### src/rtl/latch_write_scheduler_pkg.sv
// Shared definitions for the latch write scheduler: FSM state encoding
// and the grant-index width helper.
package latch_sched_pkg;

   typedef enum logic [2:0] {
      IDLE  = 3'd0,
      SETUP = 3'd1,
      OPEN  = 3'd2,
      HOLD  = 3'd3,
      DONE  = 3'd4
   } state_t;

   // Width of a requester index; never narrower than one bit.
   function automatic int gw_f(input int n);
      int c;
      c = $clog2(n);
      return (c < 1) ? 1 : c;
   endfunction

endpackage

### src/rtl/latch_write_scheduler_rr_arbiter.sv
// Combinational round-robin arbiter: picks the first set request at or
// above the pointer, wrapping around past the top requester.
module rr_arbiter
   import latch_sched_pkg::*;
#(
   parameter int NUM_REQ = 4,
   parameter int GW      = 2
) (
   input  logic [NUM_REQ-1:0] req_i,
   input  logic [GW-1:0]      ptr_i,
   output logic [NUM_REQ-1:0] grant_oh_o,
   output logic [GW-1:0]      grant_idx_o,
   output logic               valid_o
);

   // One spare bit so pointer+offset can exceed NUM_REQ-1 before wrapping.
   localparam int IW = GW + 1;

   logic [IW-1:0] idx_w;

   // Scan offsets from the far end down so the nearest set request wins last.
   always_comb begin
      valid_o     = 1'b0;
      grant_idx_o = '0;
      grant_oh_o  = '0;
      idx_w       = '0;
      for (int off = NUM_REQ - 1; off >= 0; off--) begin
         idx_w = {1'b0, ptr_i} + IW'(off);
         if (idx_w >= IW'(NUM_REQ)) begin
            idx_w = idx_w - IW'(NUM_REQ);
         end
         if (req_i[idx_w[GW-1:0]]) begin
            valid_o     = 1'b1;
            grant_idx_o = idx_w[GW-1:0];
         end
      end
      if (valid_o) begin
         grant_oh_o[grant_idx_o] = 1'b1;
      end
   end

endmodule

### src/rtl/latch_write_scheduler.sv
// Round-robin scheduler sharing one transparent latch bank between several
// requesters. Each write runs setup -> enable-open -> hold so the latch data
// never moves while its enable is high. Every output is a register.
module latch_write_scheduler
   import latch_sched_pkg::*;
#(
   parameter int NUM_REQ     = 4,
   parameter int WIDTH       = 8,
   parameter int OPEN_CYCLES = 2,
   parameter int HOLD_CYCLES = 1,
   localparam int GW         = gw_f(NUM_REQ)
) (
   input  logic                     clk,
   input  logic                     rst,
   input  logic [NUM_REQ-1:0]       req,
   input  logic [NUM_REQ*WIDTH-1:0] wdata,
   output logic [NUM_REQ-1:0]       ack,
   output logic [GW-1:0]            grant_id,
   output logic                     busy,
   output logic [WIDTH-1:0]         lat_d,
   output logic                     lat_en,
   output logic                     lat_rstn
);

   localparam int CMAX = (OPEN_CYCLES > HOLD_CYCLES) ? OPEN_CYCLES : HOLD_CYCLES;
   localparam int CW   = (CMAX > 1) ? $clog2(CMAX) : 1;

   state_t               state_q, state_d;
   logic [CW-1:0]        cnt_q, cnt_d;
   logic [GW-1:0]        ptr_q, ptr_d;
   logic [GW-1:0]        grant_id_q;
   logic [NUM_REQ-1:0]   gnt_oh_q;
   logic [NUM_REQ-1:0]   ack_q;
   logic [WIDTH-1:0]     lat_d_q;
   logic                 lat_en_q;
   logic                 lat_rstn_q;
   logic                 busy_q;

   logic [NUM_REQ-1:0]   arb_oh;
   logic [GW-1:0]        arb_idx;
   logic                 arb_valid;
   logic [WIDTH-1:0]     sel_data;

   rr_arbiter #(
      .NUM_REQ (NUM_REQ),
      .GW      (GW)
   ) u_arb (
      .req_i       (req),
      .ptr_i       (ptr_q),
      .grant_oh_o  (arb_oh),
      .grant_idx_o (arb_idx),
      .valid_o     (arb_valid)
   );

   // Mux the winning requester's write data out of the packed bus.
   always_comb begin
      sel_data = '0;
      for (int i = 0; i < NUM_REQ; i++) begin
         if (arb_oh[i]) begin
            sel_data = wdata[i*WIDTH +: WIDTH];
         end
      end
   end

   // Next state, phase counter (reloads on every state change) and rr pointer.
   always_comb begin
      state_d = state_q;
      ptr_d   = ptr_q;
      unique case (state_q)
         IDLE:    if (arb_valid && lat_rstn_q) state_d = SETUP;
         SETUP:   state_d = OPEN;
         OPEN:    if (cnt_q == CW'(OPEN_CYCLES - 1)) state_d = HOLD;
         HOLD:    if (cnt_q == CW'(HOLD_CYCLES - 1)) state_d = DONE;
         DONE:    state_d = IDLE;
         default: state_d = IDLE;
      endcase
      cnt_d = (state_d == state_q) ? cnt_q + CW'(1) : '0;
      if (state_q == DONE) begin
         ptr_d = (grant_id_q == GW'(NUM_REQ - 1)) ? '0 : grant_id_q + GW'(1);
      end
   end

   // State and output registers; outputs are derived from the next state so
   // they line up with the registered state without any comb path to ports.
   always_ff @(posedge clk) begin
      if (rst) begin
         state_q    <= IDLE;
         cnt_q      <= '0;
         ptr_q      <= '0;
         grant_id_q <= '0;
         gnt_oh_q   <= '0;
         ack_q      <= '0;
         lat_d_q    <= '0;
         lat_en_q   <= 1'b0;
         lat_rstn_q <= 1'b0;
         busy_q     <= 1'b0;
      end else begin
         state_q    <= state_d;
         cnt_q      <= cnt_d;
         ptr_q      <= ptr_d;
         lat_rstn_q <= 1'b1;
         if (state_q == IDLE && state_d == SETUP) begin
            lat_d_q    <= sel_data;
            grant_id_q <= arb_idx;
            gnt_oh_q   <= arb_oh;
         end
         lat_en_q <= (state_d == OPEN);
         busy_q   <= (state_d != IDLE);
         ack_q    <= (state_d == DONE) ? gnt_oh_q : '0;
      end
   end

   assign ack      = ack_q;
   assign grant_id = grant_id_q;
   assign busy     = busy_q;
   assign lat_d    = lat_d_q;
   assign lat_en   = lat_en_q;
   assign lat_rstn = lat_rstn_q;

endmodule

### config.mk
export PLATFORM = sky130hd
export DESIGN_NAME = latch_write_scheduler
export DESIGN_NICKNAME = d
export VERILOG_FILES = /design/src/rtl/latch_write_scheduler_pkg.sv /design/src/rtl/latch_write_scheduler_rr_arbiter.sv /design/src/rtl/latch_write_scheduler.sv
export SDC_FILE = /design/constraint.sdc
export NUM_CORES = 1
export LEC_CHECK = 0
export CORE_UTILIZATION = 46
export CTS_BUF_LIST = sky130_fd_sc_hd__clkbuf_8
export DETAILED_ROUTE_END_ITERATION = 12
export GPL_TIMING_DRIVEN = 0
export PLACE_DENSITY = 0.84
export RECOVER_POWER = 25
export SKIP_LAST_GASP = 1
export SLEW_MARGIN = 25
export SYNTH_ARGS = -nofsm -noshare
export SYNTH_HDL_FRONTEND = slang
export SYNTH_HIERARCHICAL = 1
export SYNTH_SLANG_ARGS = --single-unit
### constraint.sdc
create_clock -name clk -period 2.1 [get_ports clk]
set_input_delay 0.42 -clock clk [delete_from_list [all_inputs] [get_ports clk]]
set_output_delay 0.42 -clock clk [all_outputs]
set_load 0.03 [all_outputs]
==> reports/metrics.cfg, run 1 <==
[synth]
syn_area_um2=1530
synth_top_cells_by_count=29 x a21oi_1, 27 x dfxtp_1, 14 x inv_1
synth_edf_count=0
synth_seq_area_share_pct=35.3
ys_ff_latch=27
synthMostInstantiatedCell=a21oi_1
synth_cell_type_count=34
syn_nets=220
ys.flop_type=dfxtp_1
yosys-top-cells-area=dfxtp_1 35%, a21oi_1 9.5%, a311oi_2 7.8%
yosysTopAreaCellShare_pct=35.3
netlist.top_cell.by_area=dfxtp_1
ys_warn_count=6
synthArstFlopShare_pct=0
syn_avg_cell_area_um2=8.46
syn_inst=181

[timing]
hold_violations=0
finalSetupViolations=0
rsz0062_at_grt=false
worst_pin_slew_ps=561
slew_headroom_pct=62.6
final.min_clock_period_ps=1880
setup_tns_ps=0
maxSlewViolCount=0
worst_slack_ps=223
min_period_over_period_pct=89.4
max_freq_mhz=533
finalClockSkew_ps=3.42

[worst_setup_path]
path_max_fanout=10
r2r-end=lat_d[7]
start_kind=primary input
crit_start=req[3]
ff2ff_setup_slack_ps=220
worst_ep_arrival_time_ps=2080
required_ps=2300
r2r-start=ptr_q[0]
crit_type=in2reg
crit_path_end_kind=flop
r2r_cells=8
crit_path_end=lat_d[7]

[drt]
drc_errors=0
vias=1476
antenna_left=0
wl_um=3480
dr.pass1.iters=4
drt_iter0_drc=78
via_per_inst=5.29
post_drt_wl_per_cell_um=12.5

[grt]
gr-total-overflow=0
grt_start_max_net_pins=17
grt_pass1_wl_um=5520
antenna_found_initial=0
grt_pass1_vias=1281
grt_use_total_pct=20.3

[clocking]
clkLatencyLatePin_ps=280
clockBufferDepth=2
clkSlewWorstSetupHoldPaths_ps=90
cts_sinks=27
cts_made_buffers=3
cts_root_buf=clkbuf_8
tritoncts=done
ctsHoldBuffers=0
htree_num_levels=1

[layout]
utilization_pct=68.7
design_area_um2=2130
nFillCells=284
area_growth_pct=39.1
insertedDiodeCount=0
final_nets=275
post_route_cells_drive_above_1_share_pct=12.8

[floorplanning]
die_h_um=59.7
io-pin-count=55
core_area_um2=3100
die-width_um=59.7
start_util_pct=49.4
fp.dieArea_um2=3560
rows=20

[run_status]
status=finished clean

[placement]
numPortBuffers=50
gp_congestion=0.793
post_dp_cell_area_um2=2090
hpwlAfterDp_um=2670
dp_slack_ps=-311

[power]
p_total_mw=1.23
leakagePower_nw=0.791
power_density_nw_per_um2=579
ir_worst_vdd_v=0.000262

[job]
max_cap_viol_count=0

[hold_path]
hold_path_class=reg2reg

-- through the flow --
step,cells,hold slack [ps]
2_1_floorplan,181,423
3_3_place_gp,275,440
3_5_place_dp,275,447
4_1_cts,279,469
5_1_grt,279,500
6_report,279,470
-- worst min-delay path by stage --
stage	start	endpoint	slack, ps	cells after the start
after global routing	gnt_oh_q[3]	ack[3]	500	1
after floorplan	gnt_oh_q[0]	ack[0]	420	1
after detailed placement	gnt_oh_q[3]	ack[3]	450	1
after CTS	rst	lat_d[5]	470	2
after global placement	gnt_oh_q[2]	ack[2]	440	1
final	gnt_oh_q[3]	ack[3]	470	1
-- critical path, stage by stage --
cell,delay [ps]
dlygate4sd2_1,300
nor2_1,150
o21ai_0,110
a21boi_0,160
buf_4,180
buf_6,140
a21oi_1,50
a221o_1,330
a311oi_2,220
-- cell usage in the layout, fill, tap and decap left out, types with 5 or more instances in the layout --
cell type,count
clkdlybuf4s50_1,49
a21oi_1,29
dfxtp_1,27
inv_1,14
nand2_1,12
nor2_1,11
nand3b_1,10
o21ai_0,8
a221o_1,8
a311oi_2,8
nand3_1,6
buf_4,5
-- metal layers --
metal / vias up / wire length (um) / GRT usage, %
met3: 7 / 159 / 2.60
met2: 49 / 1680 / 32.4
li1: 755 / - / -
met1: 665 / 1570 / 26.8
met4: 0 / 70 / 10.6
met5: - / 0 / 0
-- sequential cells by signal, summed over array words and instances, names as in the netlist --
signal	count
lat_d	8
ack	4
gnt_oh_q	4
state_q	3
grant_id	2
ptr_q	2
busy	1
cnt_q	1
lat_en	1
lat_rstn	1
-- final cells by class --
class / instances / area, um^2 / share of cell area, %
Sequential cell: 27 / 541 / 25.4
Timing Repair Buffer: 50 / 499 / 23.4
Clock inverter: 1 / 7.51 / 0.352
Inverter: 14 / 52.6 / 2.47
Tap cell: 44 / 55.1 / 2.58
Buffer: 18 / 123 / 5.75
Multi-Input combinational cell: 122 / 812 / 38.1
Clock buffer: 3 / 41.3 / 1.94
-- power breakdown --
group          total, mW  internal [mW]  switching, mW
combinational      0.368          0.184          0.184
clock              0.301          0.135          0.166
sequential         0.565          0.545         0.0207
-- cell families after synthesis --
kind of cell             count (synthesis)  synth area share [%]
buffers and inverters                   32                  11.5
AO/OA/AOI/OAI                           64                  30.9
adder cells (fa/ha/maj)                  1                 0.817
AND/OR/NAND/NOR                         54                  19.5
flip-flops                              27                  35.3
multiplexers                             3                  1.96
-- what timing repair did --
item / CTS / global route
gates resized for setup: 1 / 2
cloned: 0 / 0
setup buffers: 0 / 0
endpoints found under the setup margin: 1 / 1
Power figures use the tool's default switching activity.
==> inputs of run 2 (changes only) <==
==> constraint.sdc (replaced) <==
create_clock -name clk -period 2.1 [get_ports clk]
set_input_delay 0.63 -clock clk [delete_from_list [all_inputs] [get_ports clk]]
set_output_delay 0.63 -clock clk [all_outputs]
set_load 0.03 [all_outputs]
==> run 2 against run 1 <==
Compared with the run above:
- first-iteration DRC count shrank 13%
- combinational power grew 2%
- critical path depth did not move
- flip-flop and latch count is the same
- count of clock-buffer cells in the layout did not move
- die area unchanged
==> reports/metrics.cfg, run 2 (synthesized netlist as in run 1, its figures left out) <==
[floorplanning]
core_area_um2=3100
die-width_um=59.7
die_h_um=59.7
fp.dieArea_um2=3560
io-pin-count=55
rows=20
start_util_pct=49.4

[drt]
drt_iter0_drc=68
antenna_left=0
wl_um=3480
via_per_inst=5.30
drc_errors=0
vias=1494
dr.pass1.iters=4
post_drt_wl_per_cell_um=12.3

[clocking]
clockBufferDepth=2
cts_made_buffers=3
clkSlewWorstSetupHoldPaths_ps=90
tritoncts=done
ctsHoldBuffers=0
cts_root_buf=clkbuf_8
htree_num_levels=1
cts_sinks=27
clkLatencyLatePin_ps=280

[worst_setup_path]
ff2ff_setup_slack_ps=240
r2r-start=ptr_q[1]
crit_path_end_kind=flop
slowest_stage=a221o_1
r2r-end=lat_d[7]
path_max_fanout=10
start_kind=primary input
crit_type=in2reg
required_ps=2300
worst_ep_arrival_time_ps=2220
crit_path_max_incr_delay_ps=330
r2r_cells=8
path_cells=dlygate4sd2_1 -> nor2_2 -> o21ai_0 -> a21boi_1 -> buf_4 -> buf_6 -> a21oi_1 -> a221o_1 -> a311oi_2

[timing]
max_freq_mhz=496
slew_headroom_pct=62.7
finalSetupViolations=0
hold_violations=0
final.min_clock_period_ps=2010
finalClockSkew_ps=2.12
min_period_over_period_pct=95.9
worst_pin_slew_ps=559
maxSlewViolCount=0
rsz0062_at_grt=false

[power]
power_density_nw_per_um2=574
ir_worst_vdd_v=0.000262
p_total_mw=1.24
leakagePower_nw=0.815

[placement]
gp_congestion=0.793
placed_cells=275
hpwlAfterDp_um=2670
numPortBuffers=50

[grt]
grt_use_total_pct=20.3
grt_pass1_wl_um=5520
grt_start_max_net_pins=17
grt_pass1_vias=1281
gr-total-overflow=0
antenna_found_initial=0

[run_status]
status=finished clean

[layout]
largest_reg_flops=8
layout_common_cells=49 x clkdlybuf4s50_1, 29 x a21oi_1, 27 x dfxtp_1
post_route_cells_drive_above_1_share_pct=14.7
area_growth_pct=41.7
stdcell_count=282
final_nets=278
final_common_cell=clkdlybuf4s50_1
insertedDiodeCount=0

[job]
max_cap_viol_count=0

[hold_path]
hold_end=ack[3]
hold_depth=1
hold_path_class=reg2reg
min-delay-start=gnt_oh_q[3]

==> run 2: worst max-delay path, delay by kind of cell <==
family | cells | cell delay (ps)
compound gates | 5 | 830
simple gates | 1 | 150
buf+inv | 3 | 610
==> run 2: worst max-delay path by stage <==
| stage | from | endpoint | cells past startpoint |
|---|---|---|---|
| floorplan | req[0] | lat_d[7] | 9 |
| global placement | req[3] | lat_d[7] | 9 |
| detailed placement | req[3] | lat_d[7] | 9 |
| CTS | req[3] | lat_d[7] | 9 |
| global route | req[3] | lat_d[7] | 9 |
| finish | req[3] | lat_d[7] | 9 |
==> run 2: power by group <==
group | internal [mW] | total (mW) | switching, mW
clock | 0.135 | 0.302 | 0.167
combinational | 0.192 | 0.377 | 0.186
sequential | 0.545 | 0.565 | 0.0204
==> run 2: layout make-up <==
cell class	count	area, um^2
well taps	44	55.1
flip-flops and latches	27	541
clock inverters	1	7.51
inverters	14	52.6
multi-input cells	122	815
clock buffers	3	41.3
fillers	278	933
repair buffers	53	534
plain buffers	18	124
==> run 2: metrics by stage <==
stage / hold WS [ps] / area, um^2 / worst slack, ps / TNS (ps) / utilization, %
2_1_floorplan: 423 / 1530 / 48.7 / 0 / -
3_3_place_gp: 440 / 2090 / -504 / -4140 / 67.3
3_5_place_dp: 447 / 2090 / -521 / -4420 / 67.3
4_1_cts: 469 / 2130 / 11.6 / 0 / 68.8
5_1_grt: 500 / 2170 / 1.31 / 0 / 69.9
6_report: 470 / 2170 / 85.4 / 0 / 69.9
==> run 2: what timing repair did <==
action                                  CTS  global route
pin swaps                                 0             0
endpoints found under the setup margin    8             6
gates resized for setup                   1             4
setup buffers                             0             3
==> run 2: metal layers <==
layer | part of all wire [%] | vias up | global-route usage [%] | wire length [um]
li1 | - | 760 | - | -
met1 | 45 | 676 | 26.8 | 1570
met5 | 0 | - | 0 | 0
met4 | 2.0 | 0 | 10.6 | 70
met3 | 4.5 | 7 | 2.60 | 157
met2 | 48 | 51 | 32.4 | 1680
